--- config.mk ---
export PLATFORM = sky130hd
export DESIGN_NAME = oc_bus_arbiter_flat
export DESIGN_NICKNAME = d
export VERILOG_FILES = /design/src/rtl/oc_bus_arbiter_pkg.sv /design/src/rtl/oc_bus_arbiter_if.sv /design/src/rtl/oc_bus_arbiter_rr_pick.sv /design/src/rtl/oc_bus_arbiter.sv /design/src/flat_wrapper.sv
export SDC_FILE = /design/constraint.sdc
export NUM_CORES = 1
export LEC_CHECK = 0
export CORE_ASPECT_RATIO = 1.5
export CORE_MARGIN = 1.5
export CORE_UTILIZATION = 35
export CTS_BUF_LIST = sky130_fd_sc_hd__clkbuf_4
export CTS_CLUSTER_DIAMETER = 50
export DETAILED_ROUTE_END_ITERATION = 8
export DONT_BUFFER_PORTS = 1
export HOLD_SLACK_MARGIN = 0.1
export SLEW_MARGIN = 20
export SYNTH_ARGS = -nofsm -noshare
export SYNTH_HDL_FRONTEND = slang
export SYNTH_SLANG_ARGS = --single-unit
--- constraint.sdc ---
create_clock -name clk -period 3.9 [get_ports clk]
set_input_delay 1.17 -clock clk [delete_from_list [all_inputs] [get_ports clk]]
set_output_delay 1.17 -clock clk [all_outputs]
set_load 0.02 [all_outputs]
--- src/rtl/oc_bus_arbiter_pkg.sv ---
// Shared types and default constants for the open-collector bus arbiter.
// The OC_ARB_TIMEOUT_EN macro enables the MAX_HOLD ownership limit.
package oc_pkg;

    localparam int NREQ_DEF     = 3;
    localparam int TURN_CYC_DEF = 1;
    localparam int MAX_HOLD_DEF = 16;

    typedef enum logic [1:0] {
        IDLE = 2'd0,
        OWN  = 2'd1,
        TURN = 2'd2
    } state_t;

endpackage

--- src/rtl/oc_bus_arbiter_if.sv ---
// Requester-side bundle of the open-collector arbiter: requests and data bits in,
// ownership and line-drive status out.
interface oc_bus_arbiter_if
    import oc_pkg::*;
#(
    parameter int NREQ = NREQ_DEF
) ();

    logic [NREQ-1:0]         req;
    logic [NREQ-1:0]         tx_bit;
    logic [NREQ-1:0]         grant;
    logic [$clog2(NREQ)-1:0] owner_id;
    logic                    pull_low;
    logic                    busy;
    logic                    timeout;

    modport master (
        output req, tx_bit,
        input  grant, owner_id, pull_low, busy, timeout
    );

    modport slave (
        input  req, tx_bit,
        output grant, owner_id, pull_low, busy, timeout
    );

endinterface

--- src/rtl/oc_bus_arbiter_rr_pick.sv ---
// Combinational round-robin picker: the first set request after last_i (with wrap)
// wins, so the previous owner always ranks last.
module rr_pick
    import oc_pkg::*;
#(
    parameter int NREQ = NREQ_DEF
) (
    input  logic [NREQ-1:0]         req_i,
    input  logic [$clog2(NREQ)-1:0] last_i,
    output logic [NREQ-1:0]         grant_o,
    output logic [$clog2(NREQ)-1:0] idx_o,
    output logic                    valid_o
);

    localparam int IDXW = $clog2(NREQ);

    logic [IDXW-1:0] pos_s;
    logic            hit_s;
    logic            found_s;

    // Walk the ring starting just past the last owner and keep the first hit.
    always_comb begin
        grant_o = '0;
        idx_o   = '0;
        pos_s   = '0;
        hit_s   = 1'b0;
        found_s = 1'b0;
        for (int k = 1; k <= NREQ; k++) begin
            pos_s          = IDXW'((int'(last_i) + k) % NREQ);
            hit_s          = !found_s && req_i[pos_s];
            grant_o[pos_s] = grant_o[pos_s] | hit_s;
            idx_o          = hit_s ? pos_s : idx_o;
            found_s        = found_s | hit_s;
        end
        valid_o = found_s;
    end

endmodule

--- src/rtl/oc_bus_arbiter.sv ---
// Open-collector bus arbiter: round-robin ownership with a fixed released-bus
// turnaround; OC_ARB_TIMEOUT_EN adds a MAX_HOLD revocation with a timeout pulse.
module oc_bus_arbiter
    import oc_pkg::*;
#(
    parameter int NREQ     = NREQ_DEF,
    parameter int TURN_CYC = TURN_CYC_DEF,
    parameter int MAX_HOLD = MAX_HOLD_DEF
) (
    input logic             clk,
    input logic             rst,
    oc_bus_arbiter_if.slave bus
);

    localparam int IDXW = $clog2(NREQ);

    if (NREQ < 2 || NREQ > 8 || TURN_CYC < 1 || TURN_CYC > 7 ||
        MAX_HOLD < 2 || MAX_HOLD > 255) begin : g_param_err
        $error("oc_bus_arbiter: parameter out of range");
    end

    state_t          state_q;
    logic [NREQ-1:0] grant_q;
    logic [IDXW-1:0] owner_q;
    logic [IDXW-1:0] last_q;
    logic            busy_q;
    logic [2:0]      turn_q;
    logic            owner_req_s;
    logic            revoke_s;
    logic [NREQ-1:0] win_s;
    logic [IDXW-1:0] win_idx_s;
    logic            win_vld_s;

    rr_pick #(.NREQ(NREQ)) u_rr_pick (
        .req_i   (bus.req),
        .last_i  (last_q),
        .grant_o (win_s),
        .idx_o   (win_idx_s),
        .valid_o (win_vld_s)
    );

    assign owner_req_s = bus.req[owner_q];

`ifdef OC_ARB_TIMEOUT_EN
    logic [7:0] hold_q;
    logic       timeout_q;
    assign revoke_s    = (state_q == OWN) && owner_req_s && (hold_q == 8'(MAX_HOLD));
    assign bus.timeout = timeout_q;
`else
    assign revoke_s    = 1'b0;
    assign bus.timeout = 1'b0;
`endif

    // Arbitration FSM; grant, owner_id and busy all come straight from these registers.
    always_ff @(posedge clk or posedge rst) begin
        if (rst) begin
            state_q <= IDLE;
            grant_q <= '0;
            owner_q <= '0;
            last_q  <= IDXW'(NREQ - 1);
            busy_q  <= 1'b0;
            turn_q  <= 3'd0;
`ifdef OC_ARB_TIMEOUT_EN
            hold_q    <= 8'd0;
            timeout_q <= 1'b0;
`endif
        end else begin
`ifdef OC_ARB_TIMEOUT_EN
            timeout_q <= revoke_s;
            hold_q    <= 8'd0;
`endif
            case (state_q)
                IDLE: begin
                    if (win_vld_s) begin
                        state_q <= OWN;
                        grant_q <= win_s;
                        owner_q <= win_idx_s;
                        last_q  <= win_idx_s;
                        busy_q  <= 1'b1;
`ifdef OC_ARB_TIMEOUT_EN
                        hold_q  <= 8'd1;
`endif
                    end
                end
                OWN: begin
                    if (!owner_req_s || revoke_s) begin
                        state_q <= TURN;
                        grant_q <= '0;
                        owner_q <= '0;
                        turn_q  <= 3'd0;
                    end else begin
`ifdef OC_ARB_TIMEOUT_EN
                        hold_q  <= hold_q + 8'd1;
`endif
                    end
                end
                TURN: begin
                    if (turn_q != 3'(TURN_CYC - 1)) begin
                        turn_q <= turn_q + 3'd1;
                    end else if (win_vld_s) begin
                        state_q <= OWN;
                        grant_q <= win_s;
                        owner_q <= win_idx_s;
                        last_q  <= win_idx_s;
`ifdef OC_ARB_TIMEOUT_EN
                        hold_q  <= 8'd1;
`endif
                    end else begin
                        state_q <= IDLE;
                        busy_q  <= 1'b0;
                    end
                end
                default: begin
                    state_q <= IDLE;
                    grant_q <= '0;
                    owner_q <= '0;
                    busy_q  <= 1'b0;
                end
            endcase
        end
    end

    assign bus.grant    = grant_q;
    assign bus.owner_id = owner_q;
    assign bus.busy     = busy_q;
    // Only the owner may pull the line, so a zero grant can never drive it.
    assign bus.pull_low = |(grant_q & ~bus.tx_bit);

endmodule

--- src/flat_wrapper.sv ---
// flat-port wrapper written by rule: the top's interface ports become plain ports
module oc_bus_arbiter_flat import oc_pkg::*;
#(
    parameter int NREQ     = NREQ_DEF,
    parameter int TURN_CYC = TURN_CYC_DEF,
    parameter int MAX_HOLD = MAX_HOLD_DEF
)
  (clk, rst, bus_req, bus_tx_bit, bus_grant, bus_owner_id, bus_pull_low, bus_busy, bus_timeout);
  oc_bus_arbiter_if #(.NREQ(NREQ)) bus_i ();
  input logic clk;
  input logic rst;
  input wire logic [$bits(bus_i.req)-1:0] bus_req;
  input wire logic [$bits(bus_i.tx_bit)-1:0] bus_tx_bit;
  output wire logic [$bits(bus_i.grant)-1:0] bus_grant;
  output wire logic [$bits(bus_i.owner_id)-1:0] bus_owner_id;
  output wire logic [$bits(bus_i.pull_low)-1:0] bus_pull_low;
  output wire logic [$bits(bus_i.busy)-1:0] bus_busy;
  output wire logic [$bits(bus_i.timeout)-1:0] bus_timeout;
  assign bus_i.req = bus_req;
  assign bus_i.tx_bit = bus_tx_bit;
  assign bus_grant = bus_i.grant;
  assign bus_owner_id = bus_i.owner_id;
  assign bus_pull_low = bus_i.pull_low;
  assign bus_busy = bus_i.busy;
  assign bus_timeout = bus_i.timeout;
  oc_bus_arbiter #(.NREQ(NREQ), .TURN_CYC(TURN_CYC), .MAX_HOLD(MAX_HOLD)) u_core (.clk(clk), .rst(rst), .bus(bus_i));
endmodule
==> flow_summary.ini <==
[critical_path]
critPathArrivalTime_ns = 1.58
worstSetupStartpointType = primary input
max_stage_delay_ns = 0.41
crit_chain = o221ai_1
crit_buf_inv = 0
critPathRequiredTime_ns = 2.73
cpLargestDelayFamily = compound AO/OA/AOI/OAI gates
crit_type = in -> out
worst-path-max-fanout = 1
end_kind = output port
critPathSlowestCell = o221ai_1

[final_layout]
final.fill_count = 258
fin_nets = 115
utilization_pct = 38.2
drive_above_1_share_pct = 8.82
antennaDiodeCount = 0
area_delta_synth_final_pct = 2.71

[floorplanning]
die_h_um = 65.9
core_area_sq_um = 2480
io-pin-count = 16
row_count = 22
die_w_um = 44.9
dieArea_sq_um = 2960
start_util_pct = 37.2

[global_route]
grt_start_max_net_pins = 16
antenna_found_initial = 0
track_usage_pct = 13.9
overflow = 0
grt_first_pass_wirelength_mm = 3.15
grt_pass1_vias = 732

[synth]
syn_inst = 105
syn-num-nets = 117
synthFlopType = dfrtp_1
synth_cell_types = 44
synth_xor_area_share_pct = 0
yosysTopAreaCell = dfrtp_1
ys_top_cells_by_area = dfrtp_1 (33%), ha_1 (5.4%), a21o_1 (4.1%)
synth-simple-area-share_pct = 23.6
synth_compound_area_share_pct = 25.8
syn-mean-instance-area_sq_um = 8.78
synth_area_sq_um = 922
ys_top_cells_by_count = dfrtp_1 (12), inv_1 (8), nand2_1 (7)
seq_area_frac_synth_pct = 35.4
synth_top_family_by_area = compound AO/OA/AOI/OAI gates
synth_edf_count = 0
async_reset_ff_share_pct = 100
synth_top_area_share_pct = 32.6
synth_most_common_cell = dfrtp_1
ys_seq_elements = 13
synth_mux_area_share_pct = 2.31
synth_adder_area_share_pct = 5.43
yosys_warnings = 0

[drt]
drt-wirelength-per-cell_um = 14.3
vias = 726
viasPerCell = 5.76
ant_nets = 0
wl_mm = 1.80
drtPass1Iterations = 4
first_iter_violations = 9
drc = 0

[power_and_ir_drop]
p_leak_nw = 0.424
p_per_area_nw_per_um2 = 848
irDropWorstVdd_mv = 0.354

[timing]
fin_crit_ns = 2.75
slew_viol_final = 0
rsz0062_at_grt = no
finalSetupTns_ns = 0
max_freq_ghz = 0.363
fin_skew_ns = 0.00588
finalSetupViolations = 0
hold_viol_final = 0
min_period_over_period_pct = 70.6

[worst_hold_path]
min_path_type = reg -> reg

[cts]
post_cts_resized = 0
numCtsBuffers = 3
clkTransAtPathRegs_ns = 0.07
cts_max_level = 1
cts.sinks = 13
clock_latency_ns = 0.28
clk_path_buf_depth = 2
cts_tree = yes
postCtsSetupBuffers = 0
cts_root_buf = clkbuf_4
cts_hold_repair.buffers = 0

[place]
place.gp.congestion = 0.773
dp_hpwl_mm = 1.39
io_buffers = 0

[run_status]
run_status = finished clean

[run]
timing.max_cap.violations = 0
[through the flow]
step / power, W / setup WS (ns) / cells / instance area, sq um / hold slack, ns
6_report: 0.000803 / 1.15 / 126 / 947 / 0.521
5_1_grt: 0.000881 / 1.13 / 126 / 947 / 0.542
4_1_cts: 0.000809 / 1.14 / 126 / 947 / 0.526
3_5_place_dp: 0.000717 / 1.14 / 122 / 917 / 0.511
3_3_place_gp: 0.000705 / 1.15 / 122 / 917 / 0.494
2_1_floorplan: 0.000646 / 1.17 / 105 / 922 / 0.468
[cell families (layout without fill, tap and decap cells)]
group,after synthesis,after routing
other,1,1
flip-flops,13,13
AND/OR/NAND/NOR,37,37
adder cells (fa/ha/maj),4,4
buffers and inverters,15,12
multiplexers,2,2
AO/OA/AOI/OAI,33,33
[cell type report]
type | count | area (sq um) | area share, %
well taps | 24 | 30.0 | 3.17
clock buffers | 4 | 30.0 | 3.17
multi-input cells | 77 | 531 | 56.0
inverters | 8 | 30.0 | 3.17
flip-flops and latches | 13 | 327 | 34.5
[path summary, 6_finish.rpt]
path                       slack (ns)              from  depth (start not counted)                endpoint
setup reg to reg                 1.76  u_core.last_q[1]                          7     u_core.bus.grant[0]
hold / removal                   0.52  u_core.last_q[0]                          1        u_core.last_q[0]
setup / recovery                 1.15     bus_tx_bit[1]                          1            bus_pull_low
max in group asynchronous        2.76               rst                          1        u_core.last_q[1]
hold reg to reg                  0.52  u_core.last_q[0]                          1        u_core.last_q[0]
min in group asynchronous        0.79               rst                          1  u_core.bus.owner_id[1]
[registers in the layout, summed over array words and instances, names as in the netlist]
name	cells
u_core.bus.grant	3
u_core.bus.owner_id	2
u_core.last_q	2
u_core.state_q	2
u_core.turn_q	3
u_core.bus.busy	1
[layer usage]
metal,part of all wire (%),up-vias,global-route usage (%)
met5,0,-,0
met4,1.7,0,6.62
met3,1.8,4,1.64
met2,51,9,23.9
met1,46,342,16.7
li1,-,371,-
[report_power, final]
part,internal (W),switching [W]
combinational,0.000181,0.000235
clock,0.0000466,0.0000417
sequential,0.000194,0.000105
[cell usage in the layout (no fill, tap or decap), types with 2 or more instances in the layout]
master and instances:
a21o_1 5, a21oi_1 4, and2_1 2, clkbuf_4 4
dfrtp_1 12, ha_1 4, inv_1 8, nand2_1 7
nand2b_1 4, nand3_1 2, nor2_1 4, nor2b_1 6
o211ai_1 3, o21ai_0 6, o2bb2ai_1 3, or3_1 2
Note: power is estimated with default switching activity, not from simulation.
